File: src/rtl/proc_pkg.sv
// Shared constants, exception codes and multiply/divide FSM state for the core pipeline.
package proc_pkg;

   localparam logic [4:0] OP_ALU  = 5'b00000;
   localparam logic [4:0] OP_J    = 5'b00001;
   localparam logic [4:0] OP_BNE  = 5'b00010;
   localparam logic [4:0] OP_JAL  = 5'b00011;
   localparam logic [4:0] OP_JR   = 5'b00100;
   localparam logic [4:0] OP_ADDI = 5'b00101;
   localparam logic [4:0] OP_BLT  = 5'b00110;
   localparam logic [4:0] OP_SW   = 5'b00111;
   localparam logic [4:0] OP_LW   = 5'b01000;
   localparam logic [4:0] OP_SETX = 5'b10101;
   localparam logic [4:0] OP_BEX  = 5'b10110;

   localparam logic [4:0] ALU_ADD = 5'b00000;
   localparam logic [4:0] ALU_SUB = 5'b00001;
   localparam logic [4:0] ALU_AND = 5'b00010;
   localparam logic [4:0] ALU_OR  = 5'b00011;
   localparam logic [4:0] ALU_SLL = 5'b00100;
   localparam logic [4:0] ALU_SRA = 5'b00101;
   localparam logic [4:0] ALU_MUL = 5'b00110;
   localparam logic [4:0] ALU_DIV = 5'b00111;

   localparam logic [31:0] EXC_ADD  = 32'd1;
   localparam logic [31:0] EXC_ADDI = 32'd2;
   localparam logic [31:0] EXC_SUB  = 32'd3;
   localparam logic [31:0] EXC_MUL  = 32'd4;
   localparam logic [31:0] EXC_DIV0 = 32'd5;

   localparam logic [4:0] REG_LINK   = 5'd31;
   localparam logic [4:0] REG_STATUS = 5'd30;

   typedef enum logic [1:0] {
      MD_IDLE = 2'd0,
      MD_BUSY = 2'd1,
      MD_DONE = 2'd2
   } md_state_t;

   // Two's-complement overflow of a+b given the sign bits of both operands and the sum.
   function automatic logic add_ovf(input logic sa, input logic sb, input logic ss);
      return (sa == sb) && (ss != sa);
   endfunction

   function automatic logic [31:0] abs32(input logic [31:0] x);
      return x[31] ? (32'd0 - x) : x;
   endfunction

endpackage

File: src/rtl/multdiv_iter.sv
// Iterative signed multiply (shift-add) and divide (restoring) on operand magnitudes,
// one bit per BUSY cycle; sign is reapplied to the finished magnitude.
module multdiv_iter
   import proc_pkg::*;
#(
   parameter int MD_CYCLES = 32
) (
   input  logic        clock,
   input  logic        reset_n,
   input  logic        start,
   input  logic        is_div,
   input  logic [31:0] op_a,
   input  logic [31:0] op_b,
   output logic        busy,
   output logic        done,
   output logic [31:0] result,
   output logic        overflow
);
   localparam int CW = $clog2(MD_CYCLES);

   md_state_t     state_r, state_s;
   logic [CW-1:0] count_r;
   logic          div_r, neg_r;
   logic [63:0]   acc_r, mcand_r;
   logic [31:0]   mplier_r, rem_r, quo_r, divisor_r;
   logic [32:0]   shifted_s;
   logic [33:0]   trial_s;
   logic [63:0]   prod_s;

   always_ff @(posedge clock) begin
      if (!reset_n) state_r <= MD_IDLE;
      else          state_r <= state_s;
   end

   always_comb begin
      state_s = state_r;
      case (state_r)
         MD_IDLE: if (start) state_s = MD_BUSY; else state_s = MD_IDLE;
         MD_BUSY: if (count_r == CW'(MD_CYCLES - 1)) state_s = MD_DONE; else state_s = MD_BUSY;
         MD_DONE: state_s = MD_IDLE;
         default: state_s = MD_IDLE;
      endcase
   end

   always_comb begin
      busy = (state_r == MD_BUSY);
      done = (state_r == MD_DONE);
   end

   assign shifted_s = {rem_r, quo_r[31]};
   assign trial_s   = {1'b0, shifted_s} - {2'b00, divisor_r};

   always_ff @(posedge clock) begin
      if (!reset_n) begin
         count_r   <= '0;
         div_r     <= 1'b0;
         neg_r     <= 1'b0;
         acc_r     <= 64'd0;
         mcand_r   <= 64'd0;
         mplier_r  <= 32'd0;
         rem_r     <= 32'd0;
         quo_r     <= 32'd0;
         divisor_r <= 32'd0;
      end else if (start && state_r == MD_IDLE) begin
         count_r   <= '0;
         div_r     <= is_div;
         neg_r     <= op_a[31] ^ op_b[31];
         acc_r     <= 64'd0;
         mcand_r   <= {32'd0, abs32(op_a)};
         mplier_r  <= abs32(op_b);
         rem_r     <= 32'd0;
         quo_r     <= abs32(op_a);
         divisor_r <= abs32(op_b);
      end else if (state_r == MD_BUSY) begin
         count_r <= count_r + CW'(1);
         if (div_r) begin
            // Quotient bits shift into quo_r as the dividend bits shift out of it.
            rem_r <= trial_s[33] ? shifted_s[31:0] : trial_s[31:0];
            quo_r <= {quo_r[30:0], ~trial_s[33]};
         end else begin
            if (mplier_r[0]) acc_r <= acc_r + mcand_r;
            else             acc_r <= acc_r;
            mcand_r  <= mcand_r << 1;
            mplier_r <= mplier_r >> 1;
         end
      end else begin
         count_r <= count_r;
      end
   end

   assign prod_s   = neg_r ? (64'd0 - acc_r) : acc_r;
   assign result   = div_r ? (neg_r ? (32'd0 - quo_r) : quo_r) : prod_s[31:0];
   assign overflow = div_r ? 1'b0 : (prod_s[63:32] != {32{prod_s[31]}});

endmodule

File: src/rtl/execute_xm.sv
// Execute stage and X/M latch: ALU, branch resolution and an optional iterative
// multiply/divide (present only when MULTDIV_EN is defined).
module execute_xm
   import proc_pkg::*;
#(
   parameter int MD_CYCLES = 32
) (
   input  logic        clock,
   input  logic        XM_reset_n,
   input  logic [4:0]  opcode,
   input  logic [4:0]  ALUopcode,
   input  logic [4:0]  shamt,
   input  logic [31:0] regA,
   input  logic [31:0] regB,
   input  logic [31:0] immediate,
   input  logic [31:0] target,
   input  logic [31:0] PCplusone,
   input  logic [4:0]  rd_address,
   output logic        stall,
   output logic        branch_taken,
   output logic [31:0] branch_target,
   output logic [4:0]  XM_opcode,
   output logic [4:0]  XM_rd_address,
   output logic [31:0] XM_result,
   output logic [31:0] XM_regB
);
   logic        is_md_s, is_div_s, taken_s;
   logic [31:0] sum_ab_s, dif_ab_s, sum_ai_s, res_s, md_value_s, md_code_s;
   logic        md_exc_s;
   logic [4:0]  rd_s;

   assign is_div_s = (ALUopcode == ALU_DIV);
   assign is_md_s  = (opcode == OP_ALU) && ((ALUopcode == ALU_MUL) || is_div_s);
   assign sum_ab_s = regA + regB;
   assign dif_ab_s = regA - regB;
   assign sum_ai_s = regA + immediate;

`ifdef MULTDIV_EN
   logic        md_busy_s, md_done_s, md_ovf_s, md_start_s;
   logic [31:0] md_result_s;

   assign md_start_s = is_md_s && !md_busy_s && !md_done_s;
   assign stall      = XM_reset_n && (md_start_s || md_busy_s);

   multdiv_iter #(.MD_CYCLES(MD_CYCLES)) u_multdiv (
      .clock    (clock),
      .reset_n  (XM_reset_n),
      .start    (md_start_s),
      .is_div   (is_div_s),
      .op_a     (regA),
      .op_b     (regB),
      .busy     (md_busy_s),
      .done     (md_done_s),
      .result   (md_result_s),
      .overflow (md_ovf_s)
   );

   // Divide-by-zero is flagged from the operand, which is held constant for the whole operation.
   always_comb begin
      md_value_s = md_result_s;
      if (is_div_s) begin
         md_exc_s  = (regB == 32'd0);
         md_code_s = EXC_DIV0;
      end else begin
         md_exc_s  = md_ovf_s;
         md_code_s = EXC_MUL;
      end
   end
`else
   logic [31:0] cfg_unused_s;

   assign cfg_unused_s = 32'(MD_CYCLES);
   assign stall        = 1'b0;
   assign md_value_s   = 32'd0;
   assign md_exc_s     = 1'b0;
   assign md_code_s    = 32'd0;
`endif

   always_comb begin
      res_s = 32'd0;
      rd_s  = rd_address;
      case (opcode)
         OP_ALU: begin
            case (ALUopcode)
               ALU_ADD: if (add_ovf(regA[31], regB[31], sum_ab_s[31])) begin
                           res_s = EXC_ADD; rd_s = REG_STATUS;
                        end else res_s = sum_ab_s;
               ALU_SUB: if (add_ovf(regA[31], ~regB[31], dif_ab_s[31])) begin
                           res_s = EXC_SUB; rd_s = REG_STATUS;
                        end else res_s = dif_ab_s;
               ALU_AND: res_s = regA & regB;
               ALU_OR:  res_s = regA | regB;
               ALU_SLL: res_s = regA << shamt;
               ALU_SRA: res_s = $signed(regA) >>> shamt;
               ALU_MUL, ALU_DIV:
                        if (md_exc_s) begin
                           res_s = md_code_s; rd_s = REG_STATUS;
                        end else res_s = md_value_s;
               default: res_s = 32'd0;
            endcase
         end
         OP_ADDI: if (add_ovf(regA[31], immediate[31], sum_ai_s[31])) begin
                     res_s = EXC_ADDI; rd_s = REG_STATUS;
                  end else res_s = sum_ai_s;
         OP_LW, OP_SW: res_s = sum_ai_s;
         OP_JAL:  begin res_s = PCplusone; rd_s = REG_LINK; end
         OP_SETX: begin res_s = target; rd_s = REG_STATUS; end
         default: res_s = 32'd0;
      endcase
   end

   always_comb begin
      taken_s       = 1'b0;
      branch_target = 32'd0;
      case (opcode)
         OP_BNE:        begin taken_s = (regA != regB); branch_target = PCplusone + immediate; end
         OP_BLT:        begin taken_s = ($signed(regA) < $signed(regB)); branch_target = PCplusone + immediate; end
         OP_J, OP_JAL:  begin taken_s = 1'b1; branch_target = target; end
         OP_JR:         begin taken_s = 1'b1; branch_target = regA; end
         OP_BEX:        begin taken_s = (regA != 32'd0); branch_target = target; end
         default:       begin taken_s = 1'b0; branch_target = 32'd0; end
      endcase
   end

   assign branch_taken = taken_s && !stall;

   // Stalled cycles load a bubble so nothing retires while multdiv is in flight.
   always_ff @(posedge clock) begin
      if (!XM_reset_n || stall) begin
         XM_opcode     <= 5'd0;
         XM_rd_address <= 5'd0;
         XM_result     <= 32'd0;
         XM_regB       <= 32'd0;
      end else begin
         XM_opcode     <= opcode;
         XM_rd_address <= rd_s;
         XM_result     <= res_s;
         XM_regB       <= regB;
      end
   end

endmodule

File: config.mk
export PLATFORM = sky130hd
export DESIGN_NAME = execute_xm
export DESIGN_NICKNAME = d
export VERILOG_FILES = /design/src/rtl/proc_pkg.sv /design/src/rtl/multdiv_iter.sv /design/src/rtl/execute_xm.sv
export SDC_FILE = /design/constraint.sdc
export NUM_CORES = 1
export LEC_CHECK = 0
export CAP_MARGIN = 15
export CORE_UTILIZATION = 41
export DETAILED_ROUTE_END_ITERATION = 7
export HOLD_SLACK_MARGIN = 0.02
export PLACE_DENSITY = 0.65
export RECOVER_POWER = 25
export SYNTH_ARGS = -nofsm -noshare
export SYNTH_HDL_FRONTEND = slang
export SYNTH_SLANG_ARGS = --single-unit
File: constraint.sdc
create_clock -name clock -period 4.45 [get_ports clock]
set_input_delay 0.89 -clock clock [delete_from_list [all_inputs] [get_ports clock]]
set_output_delay 0.89 -clock clock [all_outputs]
set_load 0.02 [all_outputs]
==> flow_summary.json, run 1 <==
{
  "grt_antenna_before_repair": 2,
  "final_cell_area_um2": 23700,
  "pwr-share-seq": 0.160,
  "area_growth_syn_to_layout_pct": 51.9,
  "grt_max_degree": 50,
  "core_um2": 37600,
  "cp_data_required_time_ns": 3.56,
  "globalplace.congestion": 1.03,
  "cts-root-buf": "clkbuf_16",
  "synth.avg_cell_area_um2": 7.50,
  "cts.sinks": 74,
  "vias": 20500,
  "critPathCapture": "branch_taken",
  "synth.ff_latch_count": 74,
  "mostFrequentLayoutCell": "buf_4",
  "htreeDepth": 3,
  "finalCriticalPeriod_ns": 4.75,
  "ir_worst_vdd_mv": 0.188,
  "power_frac_clock": 0.199,
  "drv_slew": 43,
  "synth.distinct_cells": 101,
  "power_switching_mw": 1.88,
  "cap_violations": 1,
  "critical_path.startpoint": "regB[3]",
  "hold_viol": 0,
  "grt.busiest_layer": "met2",
  "dr.pass1.iters": 7,
  "finalCritPeriodShare": 1.07,
  "fill_cells": 3372,
  "io_pins": 290,
  "place_inst": 3250,
  "rsz0062_at_grt": "yes",
  "grt_pass1_vias": 19400,
  "placed_area_um2": 22600,
  "die_area_um2": 38900,
  "drtIter0Drc": 1993,
  "status": "finished with violations",
  "drc_errors": 0,
  "totalPowerFinal_mw": 4.31,
  "finalNonFillerCells": 3294,
  "swShare": 0.436,
  "viasPerCell": 6.22,
  "violations": "capacitance limit, slew limit, setup timing",
  "hold_class": "input port to flop",
  "worst-setup-path-type": "input port to output pin",
  "grt_usage": 0.401,
  "synth.top_cell.area_share": 0.133,
  "overflow": 0,
  "use_met3": 0.0744,
  "min-delay-start": "regB[8]",
  "holdWs_ns": 0.868,
  "setup_viol_count_final": 2,
  "hpwl_um": 64300,
  "use_met1": 0.530,
  "p_leak_nw": 10.3,
  "wire_per_inst_um": 24.8,
  "syn-num-nets": 2433,
  "die_x_um": 197,
  "drive_above_1_share": 0.298,
  "cts_tree": "yes",
  "met2_usage": 0.633,
  "cts_buffers": 9,
  "rows": 71,
  "clkTransAtPathRegs_ns": 0.08,
  "cp.arrival_ns": 3.86,
  "slew_headroom": -0.283,
  "mostFrequentLayoutCells": "buf_4 (549), clkdlybuf4s50_1 (211), nor2_1 (180)",
  "clock.fmax_mhz": 211,
  "syn_area_um2": 15600,
  "initial_utilization": 0.415,
  "cts_hold_buf": 0,
  "routed_wl_um": 81600,
  "end_kind": "output pin",
  "synth_edf_count": 0,
  "antenna_left": 0,
  "layout_setup_ws_ns": -0.299,
  "path_max_fanout": 10,
  "yosys.area.top_type": "ha_1",
  "combPwrFrac": 0.641,
  "synth_async_sr_flop_share": 0,
  "grt_pass1_wl_um": 118000,
  "worst_slew_pin_slew_ns": 1.92,
  "nNetsFinal": 3129,
  "syn_inst": 2081,
  "seq_area_frac_synth": 0.0949,
  "cts_buffer_depth": 2,
  "ys_warn_count": 0,
  "power_density_nw_per_um2": 182,
  "io_buffers": 288,
  "start_kind": "input port",
  "synthFlopType": "dfxtp_1",
  "netlist_top_cells_area": "ha_1 (13%), mux4_2 (10%), dfxtp_1 (9.5%), a21oi_1 (5.2%), nor2_1 (4.4%)",
  "die_y_um": 197,
  "p_int_mw": 2.43
}
## flip-flops by register name (all words and copies together) (netlist names)
signal	count
XM_rd_address	5
XM_regB	32
XM_opcode	5
XM_result	32
## worst min-delay path by stage
| stage | endpoint | slack [ns] | depth (start not counted) |
|---|---|---|---|
| 2_1_floorplan | XM_opcode[3]$_SDFF_PN0_ | 1.01 | 1 |
| 3_3_place_gp | XM_rd_address[3]$_SDFF_PN0_ | 1.48 | 2 |
| 3_5_place_dp | XM_rd_address[3]$_SDFF_PN0_ | 1.49 | 2 |
| 4_1_cts | XM_result[2]$_SDFF_PN0_ | 1.06 | 3 |
| 5_1_grt | XM_regB[8]$_SDFF_PN0_ | 0.91 | 3 |
| 6_report | XM_regB[8]$_SDFF_PN0_ | 0.87 | 3 |
## area by class of cell
cell class                      count  area (um2)  area share
Clock buffer                       10         239      0.0101
Clock inverter                      6        73.8     0.00311
Inverter                          132         495      0.0209
Sequential cell                    74        1480      0.0625
Antenna cell                        1        2.50    0.000106
Tap cell                          511         639      0.0270
Multi-Input combinational cell   1714       13600       0.576
Timing Repair Buffer              846        7120       0.301
## cell families after synthesis
kind of cell	count (synthesis)	share of synthesized area
other	1	0.000240
buffers and inverters	293	0.0758
adders and majority gates	170	0.138
and+or+nand+nor	639	0.200
muxes	107	0.125
AOI/OAI and AO/OA	740	0.334
xor gates and xnor gates	57	0.0320
DFF	74	0.0949
## cells in the mapped netlist, drive strengths merged, types with 11 or more instances
cell,number
a221o,15
nor3,59
ha,166
nand4,19
nand2b,24
a2111oi,12
nand3,39
dfxtp,74
a222oi,13
nand2,148
o31ai,31
or2,12
a22oi,52
buf,45
nor2,182
or3,18
mux2i,27
a21oi,164
o21bai,21
mux2,11
a211oi,29
inv,130
o211ai,28
clkbuf,116
o221ai,35
o21a,21
nor4,23
o22ai,16
xor2,26
and2,59
a221oi,14
a31oi,20
a21o,44
mux4,69
xnor2,31
nor2b,16
o21ai,137
## metrics by stage
stage | setup slack, ns | TNS (ns) | utilization
floorplan | 0.0713 | 0 | -
global placement | -1.25 | -29.12 | 0.600
detailed placement | -1.29 | -29.47 | 0.600
CTS | -0.666 | -0.674 | 0.616
global route | -0.430 | -0.503 | 0.631
finish | -0.299 | -0.300 | 0.631
## power by group through the flow
stage               Combinational, mW  Sequential (mW)  Clock, mW
floorplan                        1.31            0.735          0
global placement                 2.54            0.706          0
detailed placement               2.56            0.707          0
CTS                              2.61            0.691      0.859
global route                     2.92            0.693      0.874
finish                           2.76            0.691      0.855
## what timing repair did
action,CTS,global route
resized for setup,154,139
setup buffers,12,19
endpoints found under the hold margin,0,0
pin swaps,38,63
cloned,0,2
setup endpoints to repair,46,47
## critical path, cell delays in order
cell	delay, ns
clkdlybuf4s50_1	0.50
inv_2	0.07
ha_4	0.24
buf_4	0.16
or4_1	0.52
nor2_1	0.10
nand3_1	0.22
nor4_1	0.45
buf_4	0.20
o31ai_1	0.06
a21oi_1	0.21
o22ai_2	0.10
buf_6	0.14
## routing by layer
metal / wire length [um] / part of all wire
met1: 33200 / 0.41
met2: 36300 / 0.45
met3: 8030 / 0.098
met4: 4050 / 0.050
met5: 0 / 0
(Power assumes the default switching activity.)
==> inputs of run 2 (changes only) <==
CAP_MARGIN = 5   (was 15)
==> results of run 2 <==
No change in the layout: final DEF, timing and power equal those of run 1.
